[config.mk]
export PLATFORM = sky130hd
export DESIGN_NAME = or10_wb_arbiter_2x1
export DESIGN_NICKNAME = d
export VERILOG_FILES = /design/src/rtl/or10_wb_arbiter_2x1.sv
export SDC_FILE = /design/constraint.sdc
export NUM_CORES = 1
export LEC_CHECK = 0
export BUFFER_PORTS_ARGS = -buffer_cell sky130_fd_sc_hd__clkbuf_2
export CORE_AREA = 2 2 124 126
export CTS_CLUSTER_DIAMETER = 50
export DETAILED_ROUTE_END_ITERATION = 8
export DIE_AREA = 0 0 126 128
export PLACE_DENSITY = 0.53
export RECOVER_POWER = 100
export SYNTH_ARGS = -nofsm -noshare
export SYNTH_HDL_FRONTEND = slang
export SYNTH_SLANG_ARGS = --single-unit
[constraint.sdc]
create_clock -name wb_clk_i -period 1.9 [get_ports wb_clk_i]
set_input_delay 0.19 -clock wb_clk_i [delete_from_list [all_inputs] [get_ports wb_clk_i]]
set_output_delay 0.19 -clock wb_clk_i [all_outputs]
set_load 0.01 [all_outputs]
[src/rtl/or10_wb_arbiter_2x1.sv]
// or10_wb_arbiter_2x1
// Two-master, one-slave Wishbone arbiter with round-robin grant and bus lock.
// A master keeps the slave for as long as it holds cyc. When both masters
// request from idle, the one that did not own the bus last wins. A handover
// to a waiting master happens without an idle cycle in between.
// Optional feature: define OR10_WB_ARB_TIMEOUT_EN to build in a slave
// no-response watchdog. It answers a stalled strobe with a one-cycle err
// after TIMEOUT_CYCLES stalled cycles.
module or10_wb_arbiter_2x1 #(
  parameter int TIMEOUT_CYCLES   = 255,
  parameter int RESET_LAST_GRANT = 1
) (
  input  logic        wb_clk_i,
  input  logic        wb_rst_i,
  // master 0
  input  logic        m0_wb_cyc_i,
  input  logic        m0_wb_stb_i,
  input  logic [31:0] m0_wb_adr_i,
  input  logic [3:0]  m0_wb_sel_i,
  input  logic        m0_wb_we_i,
  input  logic [31:0] m0_wb_dat_i,
  output logic [31:0] m0_wb_dat_o,
  output logic        m0_wb_ack_o,
  output logic        m0_wb_err_o,
  // master 1
  input  logic        m1_wb_cyc_i,
  input  logic        m1_wb_stb_i,
  input  logic [31:0] m1_wb_adr_i,
  input  logic [3:0]  m1_wb_sel_i,
  input  logic        m1_wb_we_i,
  input  logic [31:0] m1_wb_dat_i,
  output logic [31:0] m1_wb_dat_o,
  output logic        m1_wb_ack_o,
  output logic        m1_wb_err_o,
  // shared slave
  output logic        s_wb_cyc_o,
  output logic        s_wb_stb_o,
  output logic [31:0] s_wb_adr_o,
  output logic [3:0]  s_wb_sel_o,
  output logic        s_wb_we_o,
  output logic [31:0] s_wb_dat_o,
  input  logic [31:0] s_wb_dat_i,
  input  logic        s_wb_ack_i,
  input  logic        s_wb_err_i,
  // grant status
  output logic [1:0]  gnt_o
);

  // The state encoding is the one-hot grant, so gnt_o is the state register itself.
  typedef enum logic [1:0] {
    IDLE = 2'b00,
    GNT0 = 2'b01,
    GNT1 = 2'b10
  } state_e;

  state_e state_q, state_d;
  logic   last_grant_q, last_grant_d;
  logic   cyc_sel, stb_sel;
  logic   tmo_hit;

  // Next-state and round-robin pointer update
  always_comb begin
    state_d      = state_q;
    last_grant_d = last_grant_q;
    case (state_q)
      IDLE: begin
        if (m0_wb_cyc_i && m1_wb_cyc_i) state_d = last_grant_q ? GNT0 : GNT1;
        else if (m0_wb_cyc_i)           state_d = GNT0;
        else if (m1_wb_cyc_i)           state_d = GNT1;
      end
      GNT0: if (!m0_wb_cyc_i) state_d = m1_wb_cyc_i ? GNT1 : IDLE;
      GNT1: if (!m1_wb_cyc_i) state_d = m0_wb_cyc_i ? GNT0 : IDLE;
      default: state_d = IDLE;
    endcase
    if (state_d == GNT0 && state_q != GNT0) last_grant_d = 1'b0;
    if (state_d == GNT1 && state_q != GNT1) last_grant_d = 1'b1;
  end

  // Grant state and round-robin pointer registers
  always_ff @(posedge wb_clk_i) begin
    if (wb_rst_i) begin
      state_q      <= IDLE;
      last_grant_q <= 1'(RESET_LAST_GRANT);
    end else begin
      state_q      <= state_d;
      last_grant_q <= last_grant_d;
    end
  end

`ifdef OR10_WB_ARB_TIMEOUT_EN
  logic [15:0] tmo_cnt_q, tmo_cnt_d;

  // The counter only becomes nonzero while granted, so the state test only
  // guards the counter's reset value.
  assign tmo_hit = (state_q != IDLE) && (tmo_cnt_q == 16'(TIMEOUT_CYCLES));

  // Count stalled strobe cycles; any response, gap or grant change restarts it
  always_comb begin
    tmo_cnt_d = tmo_cnt_q;
    if (tmo_hit || (state_d != state_q) || !stb_sel || s_wb_ack_i || s_wb_err_i)
      tmo_cnt_d = '0;
    else
      tmo_cnt_d = tmo_cnt_q + 16'd1;
  end

  // Watchdog counter register
  always_ff @(posedge wb_clk_i) begin
    if (wb_rst_i) tmo_cnt_q <= '0;
    else          tmo_cnt_q <= tmo_cnt_d;
  end
`else
  // No watchdog is built: the arbiter waits indefinitely for ack or err.
  logic unused_tmo_cfg;
  assign unused_tmo_cfg = (TIMEOUT_CYCLES == 0);
  assign tmo_hit        = 1'b0;
`endif

  // Slave-side request mux. Idle selects master 0 so the slave address bus
  // has a defined value.
  always_comb begin
    cyc_sel    = 1'b0;
    stb_sel    = 1'b0;
    s_wb_adr_o = m0_wb_adr_i;
    s_wb_sel_o = m0_wb_sel_i;
    s_wb_we_o  = m0_wb_we_i;
    s_wb_dat_o = m0_wb_dat_i;
    case (state_q)
      GNT0: begin
        cyc_sel = m0_wb_cyc_i;
        stb_sel = m0_wb_stb_i;
      end
      GNT1: begin
        cyc_sel    = m1_wb_cyc_i;
        stb_sel    = m1_wb_stb_i;
        s_wb_adr_o = m1_wb_adr_i;
        s_wb_sel_o = m1_wb_sel_i;
        s_wb_we_o  = m1_wb_we_i;
        s_wb_dat_o = m1_wb_dat_i;
      end
      default: ;
    endcase
  end

  // Reset forces the slave request low at once. It does not wait for the
  // state register to reach IDLE.
  assign s_wb_cyc_o = cyc_sel && !wb_rst_i;
  assign s_wb_stb_o = stb_sel && !wb_rst_i && !tmo_hit;

  // Responses are routed to the granted master only; idle drops them
  assign m0_wb_ack_o = (state_q == GNT0) && s_wb_ack_i && !wb_rst_i;
  assign m1_wb_ack_o = (state_q == GNT1) && s_wb_ack_i && !wb_rst_i;
  assign m0_wb_err_o = (state_q == GNT0) && (s_wb_err_i || tmo_hit) && !wb_rst_i;
  assign m1_wb_err_o = (state_q == GNT1) && (s_wb_err_i || tmo_hit) && !wb_rst_i;

  assign m0_wb_dat_o = s_wb_dat_i;
  assign m1_wb_dat_o = s_wb_dat_i;
  assign gnt_o       = state_q;

endmodule

==> flow_summary.json <==
{
  "status": "completed",
  "finalSetupViolations": 0,
  "crit_path_max_incr_delay_ps": 390,
  "rsz0062_at_grt": "no",
  "synth.avg_cell_area_um2": 8.97,
  "grt-ovfl-total": 0,
  "finalWorstPathRequiredPeriod_ps": 1790,
  "globalRouteMet1Util_pct": 9.82,
  "final_layout_size_suffix_gt1_share_pct": 68.0,
  "io_buffers": 222,
  "boundaryPins": 319,
  "worstHoldPathType": "input port to flip-flop",
  "wl_per_cell_um": 12.8,
  "critPathArrivalTime_ps": 1600,
  "tritoncts": "built",
  "firstDrtPassIters": 4,
  "synthTopCellsByArea": "mux2_2 (47%), buf_4 (29%), ha_1 (3.8%), dfxtp_1 (3.6%), and3b_1 (2.1%)",
  "grt_max_degree": 30,
  "drc": 0,
  "period_share_pct": 94.2,
  "clock-sinks": 3,
  "synth.most_common_cell": "mux2_2",
  "grt_pass1_wl_mm": 9.78,
  "synth_fp_nets": 368,
  "die_area_um2": 16100,
  "cp-start-kind": "flip-flop",
  "ir_worst_vdd_v": 0.000526,
  "path_cells": "ha_4, buf_6, mux2_1, clkbuf_2",
  "synth_edf_count": 0,
  "slew_headroom_pct": 79.1,
  "hold_viol": 0,
  "insertedDiodeCount": 0,
  "ys_types": 28,
  "yosys.area_share.simple_pct": 7.23,
  "clock_latency_ps": 220,
  "synth_commonest_cells": "mux2_2 (69), buf_4 (64), buf_2 (7), ha_1 (5)",
  "synth_seq_cells": 3,
  "synth-adder-area-share_pct": 3.77,
  "total_leakage_power_nw": 1.24,
  "max_clock_freq_ghz": 0.559,
  "syn_area_um2": 1660,
  "start_util_pct": 11.2,
  "yosysSeqAreaShare_pct": 3.62,
  "clk_pin_slew_ps": 30,
  "synth.top_cell.area_share_pct": 46.8,
  "dpl.hpwl_mm": 5.94,
  "area_growth_pct": 54.5,
  "grt_util_all_layers_pct": 7.59,
  "die_h_um": 128,
  "critical-path-slowest-cell": "mux2_1",
  "syn_inst": 185,
  "endpoint_kind": "output pin",
  "grt_util_met2_pct": 13.1,
  "yosysWarnings": 0,
  "tightest_slew_ps": 311,
  "vias_per_cell": 3.52,
  "drt_iter0_drc": 31,
  "die_w_um": 126,
  "final_cell_count_no_fill": 532,
  "cts_root_buf": "clkbuf_16",
  "met3_usage_pct": 1.71,
  "synth_async_sr_flop_share_pct": 0,
  "maxCapViolCount": 0,
  "finClkSkew_ps": 0.448,
  "routabilityCongestion": 0.792,
  "drv_slew": 0,
  "hold_slack_ps": 243,
  "setup_tns_ps": 0,
  "cts_htree_levels": 1,
  "yosys.area_share.xor_xnor_pct": 0,
  "wl_mm": 6.80,
  "final_nets": 528,
  "synth_top_family_by_area": "multiplexers",
  "numPlacedInstances": 526,
  "grt_pass1_vias": 1905,
  "crit_type": "flip-flop to output pin",
  "cts_inserted_buffers": 3,
  "power_density_nw_per_um2": 540,
  "cp.required_ps": 1710,
  "cp_max_fo": 19,
  "muxShareOfSynthArea_pct": 47.7,
  "antenna_found_initial": 0,
  "ant_nets": 0,
  "synth_compound_area_share_pct": 4.82,
  "grt.busiest_layer": "met2",
  "synthFlopType": "dfxtp_1",
  "core_area_um2": 14900,
  "cts_buffer_depth": 2,
  "vias": 1872,
  "yosysTopAreaCell": "mux2_2",
  "row_count": 45
}
metrics by stage:
stage / total power [W] / util (%) / area [µm²] / setup WS [ps]
after CTS: 0.00147 / 17.9 / 2660 / 30.5
after floorplan: 0.000782 / - / 1660 / 214
after global placement: 0.00110 / 17.1 / 2540 / 200
final: 0.00138 / 17.3 / 2560 / 111
after global routing: 0.00149 / 17.3 / 2560 / 26.6
after detailed placement: 0.00110 / 17.1 / 2540 / 188
what timing repair did:
| action | 4_1_cts | 5_1_grt |
|---|---|---|
| pin swaps | 1 | 0 |
| endpoints found under the setup margin | 11 | 20 |
| resized for setup | 0 | 1 |
| gates cloned | 1 | 0 |
| hold buffers | 0 | 0 |
| buffers inserted | 1 | 0 |
power breakdown:
| group | internal (W) | leakage (nW) | total, W | switching [W] |
|---|---|---|---|---|
| Combinational | 0.000498 | 1.17 | 0.000966 | 0.000468 |
| Clock | 0.000277 | 0.0382 | 0.000331 | 0.0000542 |
| Sequential | 0.0000769 | 0.0248 | 0.0000883 | 0.0000113 |
| Total | 0.000851 | 1.24 | 0.00138 | 0.000533 |
flip-flops by register name (all words and copies together) (netlist names):
register and cells:
last_grant_q 1, gnt_o 2
worst max-delay path, delay by kind of cell, from the launching register on:
family     cells  cell delay (ps)
mux            1              390
flops          1              380
buf+inv        2              380
fa+ha+maj      1              210
cells by family (layout without fill, tap and decap cells):
group           Yosys count  count (layout)
fa+ha+maj                 5               5
flops                     3               3
simple gates             21              21
buf+inv                  75             234
compound gates           11              11
mux                      70              70
layer usage:
layer / vias to the layer above / wire length (µm)
met5: - / 0
met4: 0 / 76
met3: 21 / 668
met2: 139 / 3300
met1: 807 / 2760
li1: 905 / -
layout make-up:
class	instances	area, µm²
timing repair buffer	228	1120
multi-input combinational	107	1070
fill	1746	12300
tap	188	235
inverter	2	7.51
clock buffer	4	78.8
sequential	3	60.1
cells in the final DEF, fill, tap and decap left out:
cell type,instances
o2111ai_1,1
nor2b_1,1
o21ai_1,1
buf_4,1
and3_2,1
and2_1,1
a311oi_1,1
and3b_1,4
mux2_1,9
mux2_2,60
a32o_1,1
buf_12,1
ha_4,1
nand3_1,2
clkbuf_1,62
nand2_1,4
a22oi_1,2
nor3b_1,1
a221o_1,1
nor3_1,1
inv_2,1
nor4_1,1
nand2b_1,1
dfxtp_1,3
ha_1,4
clkbuf_2,163
bufbuf_16,1
a21o_1,1
inv_1,1
mux2_4,1
buf_6,1
clkbuf_16,3
o21ai_0,1
a21oi_1,2
nor2_1,4
path summary, 6_finish.rpt:
kind,startpoint,end,slack (ps),cells past startpoint
hold / removal,wb_rst_i,gnt_o[0]$_SDFF_PP0_,240,2
hold reg to reg,last_grant_q$_SDFFE_PP1P_,last_grant_q$_SDFFE_PP1P_,530,1
setup reg to reg,gnt_o[1]$_SDFF_PP0_,last_grant_q$_SDFFE_PP1P_,150,6
setup / recovery,gnt_o[1]$_SDFF_PP0_,s_wb_we_o,110,4
(Power assumes the default switching activity.)
